==> config.mk <==
export PLATFORM = sky130hd
export DESIGN_NAME = decode_stage
export DESIGN_NICKNAME = d
export VERILOG_FILES = /design/src/rtl/decode_stage_pkg.sv /design/src/rtl/decode_stage_imm_gen.sv /design/src/rtl/decode_stage.sv
export SDC_FILE = /design/constraint.sdc
export NUM_CORES = 1
export LEC_CHECK = 0
export BUFFER_PORTS_ARGS = -buffer_cell sky130_fd_sc_hd__buf_2
export CAP_MARGIN = 30
export CORE_ASPECT_RATIO = 0.6
export CORE_MARGIN = 5
export CORE_UTILIZATION = 55
export CTS_CLUSTER_DIAMETER = 200
export CTS_CLUSTER_SIZE = 14
export DETAILED_ROUTE_END_ITERATION = 10
export HOLD_SLACK_MARGIN = 0.05
export PLACE_DENSITY_LB_ADDON = 0.1
export SLEW_MARGIN = 20
export SYNTH_ARGS = -nofsm -noshare
export SYNTH_HDL_FRONTEND = slang
export SYNTH_SLANG_ARGS = --single-unit
==> constraint.sdc <==
create_clock -name clk -period 4.9 [get_ports clk]
set_input_delay 0.49 -clock clk [delete_from_list [all_inputs] [get_ports clk]]
set_output_delay 0.49 -clock clk [all_outputs]
set_load 0.01 [all_outputs]
==> src/rtl/decode_stage_pkg.sv <==
// Shared decode definitions: op classes, RV32I opcodes, ID packet layout.
// Imported by decode_stage and its immediate generator.
package decode_stage_pkg;

    localparam int REG_W   = 5;
    localparam int XLEN    = 32;
    localparam int CLASS_W = 4;

    localparam logic [6:0] OPC_LUI    = 7'b0110111;
    localparam logic [6:0] OPC_AUIPC  = 7'b0010111;
    localparam logic [6:0] OPC_JAL    = 7'b1101111;
    localparam logic [6:0] OPC_JALR   = 7'b1100111;
    localparam logic [6:0] OPC_BRANCH = 7'b1100011;
    localparam logic [6:0] OPC_LOAD   = 7'b0000011;
    localparam logic [6:0] OPC_STORE  = 7'b0100011;
    localparam logic [6:0] OPC_OPIMM  = 7'b0010011;
    localparam logic [6:0] OPC_OP     = 7'b0110011;
    localparam logic [6:0] OPC_FENCE  = 7'b0001111;
    localparam logic [6:0] OPC_SYSTEM = 7'b1110011;

    localparam logic [CLASS_W-1:0] OP_CLASS_LUI     = 4'd0;
    localparam logic [CLASS_W-1:0] OP_CLASS_AUIPC   = 4'd1;
    localparam logic [CLASS_W-1:0] OP_CLASS_JAL     = 4'd2;
    localparam logic [CLASS_W-1:0] OP_CLASS_JALR    = 4'd3;
    localparam logic [CLASS_W-1:0] OP_CLASS_BRANCH  = 4'd4;
    localparam logic [CLASS_W-1:0] OP_CLASS_LOAD    = 4'd5;
    localparam logic [CLASS_W-1:0] OP_CLASS_STORE   = 4'd6;
    localparam logic [CLASS_W-1:0] OP_CLASS_OPIMM   = 4'd7;
    localparam logic [CLASS_W-1:0] OP_CLASS_OP      = 4'd8;
    localparam logic [CLASS_W-1:0] OP_CLASS_FENCE   = 4'd9;
    localparam logic [CLASS_W-1:0] OP_CLASS_SYSTEM  = 4'd10;
    localparam logic [CLASS_W-1:0] OP_CLASS_ILLEGAL = 4'd15;

    // Decoded fields held in both the output and skid registers
    typedef struct packed {
        logic [REG_W-1:0]   rs1;
        logic [REG_W-1:0]   rs2;
        logic [REG_W-1:0]   rd;
        logic               rd_we;
        logic [XLEN-1:0]    imm;
        logic [2:0]         funct3;
        logic               funct7b5;
        logic [CLASS_W-1:0] op_class;
        logic               illegal;
    } id_pkt_t;

endpackage

==> src/rtl/decode_stage_imm_gen.sv <==
// Immediate generator: picks the I/S/B/U/J format from the opcode.
// Pure combinational; unknown opcodes produce zero.
module decode_stage_imm_gen
    import decode_stage_pkg::*;
(
    input  logic [31:0] inst_i,
    output logic [31:0] imm_o
);

    // Format selection and sign extension from inst[31]
    always_comb begin
        imm_o = '0;
        unique case (inst_i[6:0])
            OPC_JALR, OPC_LOAD, OPC_OPIMM,
            OPC_FENCE, OPC_SYSTEM:
                imm_o = {{20{inst_i[31]}}, inst_i[31:20]};
            OPC_STORE:
                imm_o = {{20{inst_i[31]}}, inst_i[31:25],
                         inst_i[11:7]};
            OPC_BRANCH:
                imm_o = {{19{inst_i[31]}}, inst_i[31], inst_i[7],
                         inst_i[30:25], inst_i[11:8], 1'b0};
            OPC_LUI, OPC_AUIPC:
                imm_o = {inst_i[31:12], 12'b0};
            OPC_JAL:
                imm_o = {{11{inst_i[31]}}, inst_i[31], inst_i[19:12],
                         inst_i[20], inst_i[30:21], 1'b0};
            default:
                imm_o = '0;
        endcase
    end

endmodule

==> src/rtl/decode_stage.sv <==
// RV32I decode stage with a two-entry elastic buffer (output + skid).
// Option: DECODE_ILLEGAL_CHECK_EN enables illegal-instruction detection.
module decode_stage
    import decode_stage_pkg::*;
#(
    parameter int ADDR_W = 32,
    parameter int INST_W = 32
) (
    input  logic                     clk,
    input  logic                     rst_n,
    input  logic                     i_if_pkt_vld,
    input  logic [ADDR_W+INST_W-1:0] i_if_pkt_data,
    output logic                     o_stall,
    input  logic                     i_stall,
    input  logic                     i_flush,
    output logic                     o_id_vld,
    output logic [ADDR_W-1:0]        o_pc,
    output logic [4:0]               o_rs1,
    output logic [4:0]               o_rs2,
    output logic [4:0]               o_rd,
    output logic                     o_rd_we,
    output logic [31:0]              o_imm,
    output logic [2:0]               o_funct3,
    output logic                     o_funct7b5,
    output logic [3:0]               o_op_class,
    output logic                     o_illegal
);

    logic [INST_W-1:0] inst;
    logic [ADDR_W-1:0] pc;
    logic [31:0]       imm;
    logic [4:0]        rd_f;
    logic              writes;
    logic              use_rs1;
    logic              use_rs2;
    id_pkt_t           dec;

    assign inst = i_if_pkt_data[INST_W-1:0];
    assign pc   = i_if_pkt_data[ADDR_W+INST_W-1:INST_W];

    decode_stage_imm_gen u_imm_gen (
        .inst_i (inst[31:0]),
        .imm_o  (imm)
    );

`ifdef DECODE_ILLEGAL_CHECK_EN
    logic [6:0] funct7;
    logic       f7_bad;

    assign funct7 = inst[31:25];

    // Reject funct7 encodings RV32I does not define for OP and shifts
    always_comb begin
        f7_bad = 1'b0;
        if (inst[6:0] == OPC_OP) begin
            f7_bad = !((funct7 == 7'h00) ||
                       ((funct7 == 7'h20) &&
                        ((inst[14:12] == 3'd0) ||
                         (inst[14:12] == 3'd5))));
        end else if (inst[6:0] == OPC_OPIMM) begin
            if (inst[14:12] == 3'd1)
                f7_bad = (funct7 != 7'h00);
            else if (inst[14:12] == 3'd5)
                f7_bad = (funct7 != 7'h00) && (funct7 != 7'h20);
        end
    end
`endif

    // Crack the incoming instruction into ID packet fields
    always_comb begin
        dec          = '0;
        writes       = 1'b0;
        use_rs1      = 1'b0;
        use_rs2      = 1'b0;
        dec.funct3   = inst[14:12];
        dec.funct7b5 = inst[30];
        dec.imm      = imm;
        dec.op_class = OP_CLASS_OPIMM;
        unique case (inst[6:0])
            OPC_LUI: begin
                dec.op_class = OP_CLASS_LUI;
                writes = 1'b1;
            end
            OPC_AUIPC: begin
                dec.op_class = OP_CLASS_AUIPC;
                writes = 1'b1;
            end
            OPC_JAL: begin
                dec.op_class = OP_CLASS_JAL;
                writes = 1'b1;
            end
            OPC_JALR: begin
                dec.op_class = OP_CLASS_JALR;
                writes = 1'b1;
                use_rs1 = 1'b1;
            end
            OPC_BRANCH: begin
                dec.op_class = OP_CLASS_BRANCH;
                use_rs1 = 1'b1;
                use_rs2 = 1'b1;
            end
            OPC_LOAD: begin
                dec.op_class = OP_CLASS_LOAD;
                writes = 1'b1;
                use_rs1 = 1'b1;
            end
            OPC_STORE: begin
                dec.op_class = OP_CLASS_STORE;
                use_rs1 = 1'b1;
                use_rs2 = 1'b1;
            end
            OPC_OPIMM: begin
                dec.op_class = OP_CLASS_OPIMM;
                writes = 1'b1;
                use_rs1 = 1'b1;
            end
            OPC_OP: begin
                dec.op_class = OP_CLASS_OP;
                writes = 1'b1;
                use_rs1 = 1'b1;
                use_rs2 = 1'b1;
            end
            OPC_FENCE: begin
                dec.op_class = OP_CLASS_FENCE;
                use_rs1 = 1'b1;
            end
            OPC_SYSTEM: begin
                dec.op_class = OP_CLASS_SYSTEM;
                writes = 1'b1;
                use_rs1 = 1'b1;
            end
            default: begin
`ifdef DECODE_ILLEGAL_CHECK_EN
                dec.op_class = OP_CLASS_ILLEGAL;
                dec.illegal  = 1'b1;
`else
                dec.op_class = OP_CLASS_OPIMM;
`endif
            end
        endcase
        rd_f      = writes ? inst[11:7] : 5'd0;
        dec.rd    = rd_f;
        dec.rd_we = writes && (rd_f != 5'd0);
        dec.rs1   = use_rs1 ? inst[19:15] : 5'd0;
        dec.rs2   = use_rs2 ? inst[24:20] : 5'd0;
`ifdef DECODE_ILLEGAL_CHECK_EN
        if ((inst[1:0] != 2'b11) || f7_bad) begin
            dec.op_class = OP_CLASS_ILLEGAL;
            dec.illegal  = 1'b1;
        end
        if (dec.illegal)
            dec.rd_we = 1'b0;
`endif
    end

    logic              out_vld_q, out_vld_d;
    logic              skid_vld_q, skid_vld_d;
    id_pkt_t           out_q, out_d;
    id_pkt_t           skid_q, skid_d;
    logic [ADDR_W-1:0] out_pc_q, out_pc_d;
    logic [ADDR_W-1:0] skid_pc_q, skid_pc_d;
    logic              accept;
    logic              out_load;

    assign accept   = i_if_pkt_vld && !skid_vld_q;
    assign out_load = !out_vld_q || !i_stall;

    // Elastic buffer steering: skid drains first, flush wins over all
    always_comb begin
        out_vld_d  = out_vld_q;
        out_d      = out_q;
        out_pc_d   = out_pc_q;
        skid_vld_d = skid_vld_q;
        skid_d     = skid_q;
        skid_pc_d  = skid_pc_q;
        if (i_flush) begin
            out_vld_d  = 1'b0;
            out_d      = '0;
            out_pc_d   = '0;
            skid_vld_d = 1'b0;
            skid_d     = '0;
            skid_pc_d  = '0;
        end else if (out_load) begin
            if (skid_vld_q) begin
                out_vld_d  = 1'b1;
                out_d      = skid_q;
                out_pc_d   = skid_pc_q;
                skid_vld_d = 1'b0;
            end else begin
                out_vld_d = accept;
                if (accept) begin
                    out_d    = dec;
                    out_pc_d = pc;
                end
            end
        end else if (accept) begin
            skid_vld_d = 1'b1;
            skid_d     = dec;
            skid_pc_d  = pc;
        end
    end

    // Output and skid registers, cleared asynchronously
    always_ff @(posedge clk or negedge rst_n) begin
        if (!rst_n) begin
            out_vld_q  <= 1'b0;
            out_q      <= '0;
            out_pc_q   <= '0;
            skid_vld_q <= 1'b0;
            skid_q     <= '0;
            skid_pc_q  <= '0;
        end else begin
            out_vld_q  <= out_vld_d;
            out_q      <= out_d;
            out_pc_q   <= out_pc_d;
            skid_vld_q <= skid_vld_d;
            skid_q     <= skid_d;
            skid_pc_q  <= skid_pc_d;
        end
    end

    assign o_stall    = skid_vld_q;
    assign o_id_vld   = out_vld_q;
    assign o_pc       = out_pc_q;
    assign o_rs1      = out_q.rs1;
    assign o_rs2      = out_q.rs2;
    assign o_rd       = out_q.rd;
    assign o_rd_we    = out_q.rd_we;
    assign o_imm      = out_q.imm;
    assign o_funct3   = out_q.funct3;
    assign o_funct7b5 = out_q.funct7b5;
    assign o_op_class = out_q.op_class;
    assign o_illegal  = out_q.illegal;

endmodule
==> results.yml <==
clock_tree:
  cts_made_buffers: 17
  root_buffer: "clkbuf_16"
  cts_buffer_depth: 2
  cts_sinks: 178
  path_clk_slew_ns: 0.07
  ctsResizeCount: 0
  cts_htree_levels: 4
  cts_tree: "yes"
  postCtsSetupBuffers: 0
  clkLatencyLatePin_ns: 0.43
  hold_buffers: 0
die:
  die_area_um2: 17100
  start_util: 0.557
  core-area_um2: 14400
  core.rowCount: 34
  die_w_um: 166
  die_y_um: 103
  io_pins: 160
timing:
  worst_slew_pin_slew_ns: 1.05
  final-max-slew-violation-count: 0
  fmax_ghz: 0.337
  rsz0062_at_grt: "no"
  setup_viol: 0
  clock_skew_ns: 0.0101
  fin_crit_sh: 0.606
  slew_headroom: 0.300
  setup-tns-final_ns: 0
  hold_violations: 0
  fin_crit_ns: 2.97
routing:
  dr.pass1.iters: 6
  drc: 0
  vias: 6700
  routedWlPerCell_um: 19.7
  dr.first_iter.drc_count: 635
  antenna_left: 0
  vias_per_cell: 6.12
  wl_um: 21600
placement:
  io_buffers: 158
  dp.cells: 1059
  place_congestion: 0.873
  hpwl_um: 14400
worst_setup_path:
  start_kind: "flip-flop"
  worstSetupPathType: "flip-flop to flip-flop"
  end_kind: "flip-flop"
  cp_max_fo: 48
  critPathRequiredTime_ns: 5.26
  arrival_ns: 3.33
  worst_r2r_path_depth: 7
global_routing:
  grt_pass1_vias: 6692
  grt_usage: 0.256
  grt_use_met1: 0.375
  grt_pass1_wl_um: 35300
  overflow: 0
  grt_max_degree: 107
  grt.busiest_layer: "met2"
  grtUsageMet3: 0.0547
  grt_use_met2: 0.388
  antenna_found_initial: 0
logic_synthesis:
  synth_area_um2: 8000
  yosysTopAreaCell: "dfrtp_1"
  synth_area_per_cell_um2: 10.6
  ys_ff_latch: 178
  ys_types: 58
  ys.flop_type: "dfrtp_1"
  synth.yosys.seq_area_share: 0.557
  async_flop_share: 1.00
  synth_edf_count: 0
  synthTopCellsByArea: "dfrtp_1 (56%), a22o_1 (6.2%), mux2i_1 (4.5%)"
  yosysWarnings: 0
  syn-instance-count: 756
  syn-num-nets: 825
  synth_top_cell_area_share: 0.557
job:
  drv_cap: 0
final_layout:
  syn2layout_area_growth_pct: 19.6
  mostFrequentLayoutCell: "dfrtp_1"
  final_cell_mix: "dfrtp_1 (177), buf_2 (158), nand2_1 (91), a22o_1 (57), o21ai_0 (56)"
  post-route-util: 0.666
  diodes: 0
  drive_above_1_share: 0.250
  fin_cells: 1095
  layout.nets: 953
pwr:
  p_leak_nw: 4.67
  peakVddDrop_mv: 0.226
  p_per_area_nw_per_um2: 329
min_path:
  hp-class: "input pin to flip-flop"
  hold_path_depth: 2
status:
  status: "finished, final reports clean"
[state kept, by name (all words and copies together), names as in the netlist, 3 cells and up]
register and count:
o_rs1 5, o_imm 32, o_op_class 4, o_funct3 3
skid_q 56, o_pc 32, o_rs2 5, skid_pc_q 32
o_rd 5
[layer usage]
layer  share of wire  wire [µm]
met4           0.011        229
met3           0.077       1660
met2            0.45       9750
met1            0.46       9980
met5               0          0
[synth_stat cells, drive strengths merged, types with 14 or more instances]
| library cell | instances |
|---|---|
| dfrtp | 178 |
| nand2 | 91 |
| o21ai | 86 |
| a22o | 57 |
| mux2i | 36 |
| a21oi | 35 |
| clkbuf | 34 |
| inv | 32 |
| buf | 28 |
| a22oi | 25 |
| nor2 | 15 |
| nor2b | 14 |
[metrics by stage]
step | cell area [µm²] | power (W) | hold slack, ns | setup WS [ns]
4_1_cts | 9500 | 0.00317 | 0.216 | 1.93
5_1_grt | 9570 | 0.00328 | 0.274 | 1.67
2_1_floorplan | 8000 | 0.00170 | 0.194 | 3.00
3_5_place_dp | 8930 | 0.00185 | 0.465 | 1.96
3_3_place_gp | 8890 | 0.00183 | 0.458 | 1.90
6_report | 9570 | 0.00315 | 0.288 | 1.93
[cell families (layout without fill, tap and decap cells)]
kind of cell / after synthesis / in the layout / share of synthesized area
other cells: 1 / 1 / 0.000469
compound gates: 277 / 277 / 0.250
simple gates: 169 / 169 / 0.0999
mux: 36 / 36 / 0.0450
buf+inv: 95 / 236 / 0.0482
flops: 178 / 178 / 0.557
[final timing paths]
path | start | to | slack (ns)
max in group asynchronous | rst_n | o_funct3[0] | 3.71
min | i_if_pkt_data[41] | skid_pc_q[9] | 0.29
max reg2reg | o_stall | skid_q[25] | 1.93
min in group asynchronous | rst_n | o_rd[4] | 0.48
max | o_stall | skid_q[25] | 1.93
min reg2reg | o_imm[28] | o_imm[28] | 0.47
[worst max-delay path, cell delays in order (launching register included)]
cell and delay, ns:
dfrtp_4 0.67, buf_12 0.29, nor3b_1 0.38, and2_1 0.56, buf_4 0.41, and2_1 0.37
nand2_1 0.11, nand3_1 0.09
[final cells by class]
class,count,area [µm²]
inverters,33,124
clock buffers,18,439
repair buffers,171,977
well taps,198,248
multi-input cells,483,3190
clock inverters,14,139
fillers,1123,4800
flip-flops and latches,178,4460
[power by group]
part	internal [W]	switching [W]	total, W
Sequential	0.00151	0.0000234	0.00153
Clock	0.000688	0.000642	0.00133
Combinational	0.0000980	0.000197	0.000296
Total	0.00229	0.000863	0.00315
No activity file was read; power rests on OpenSTA's default activity.
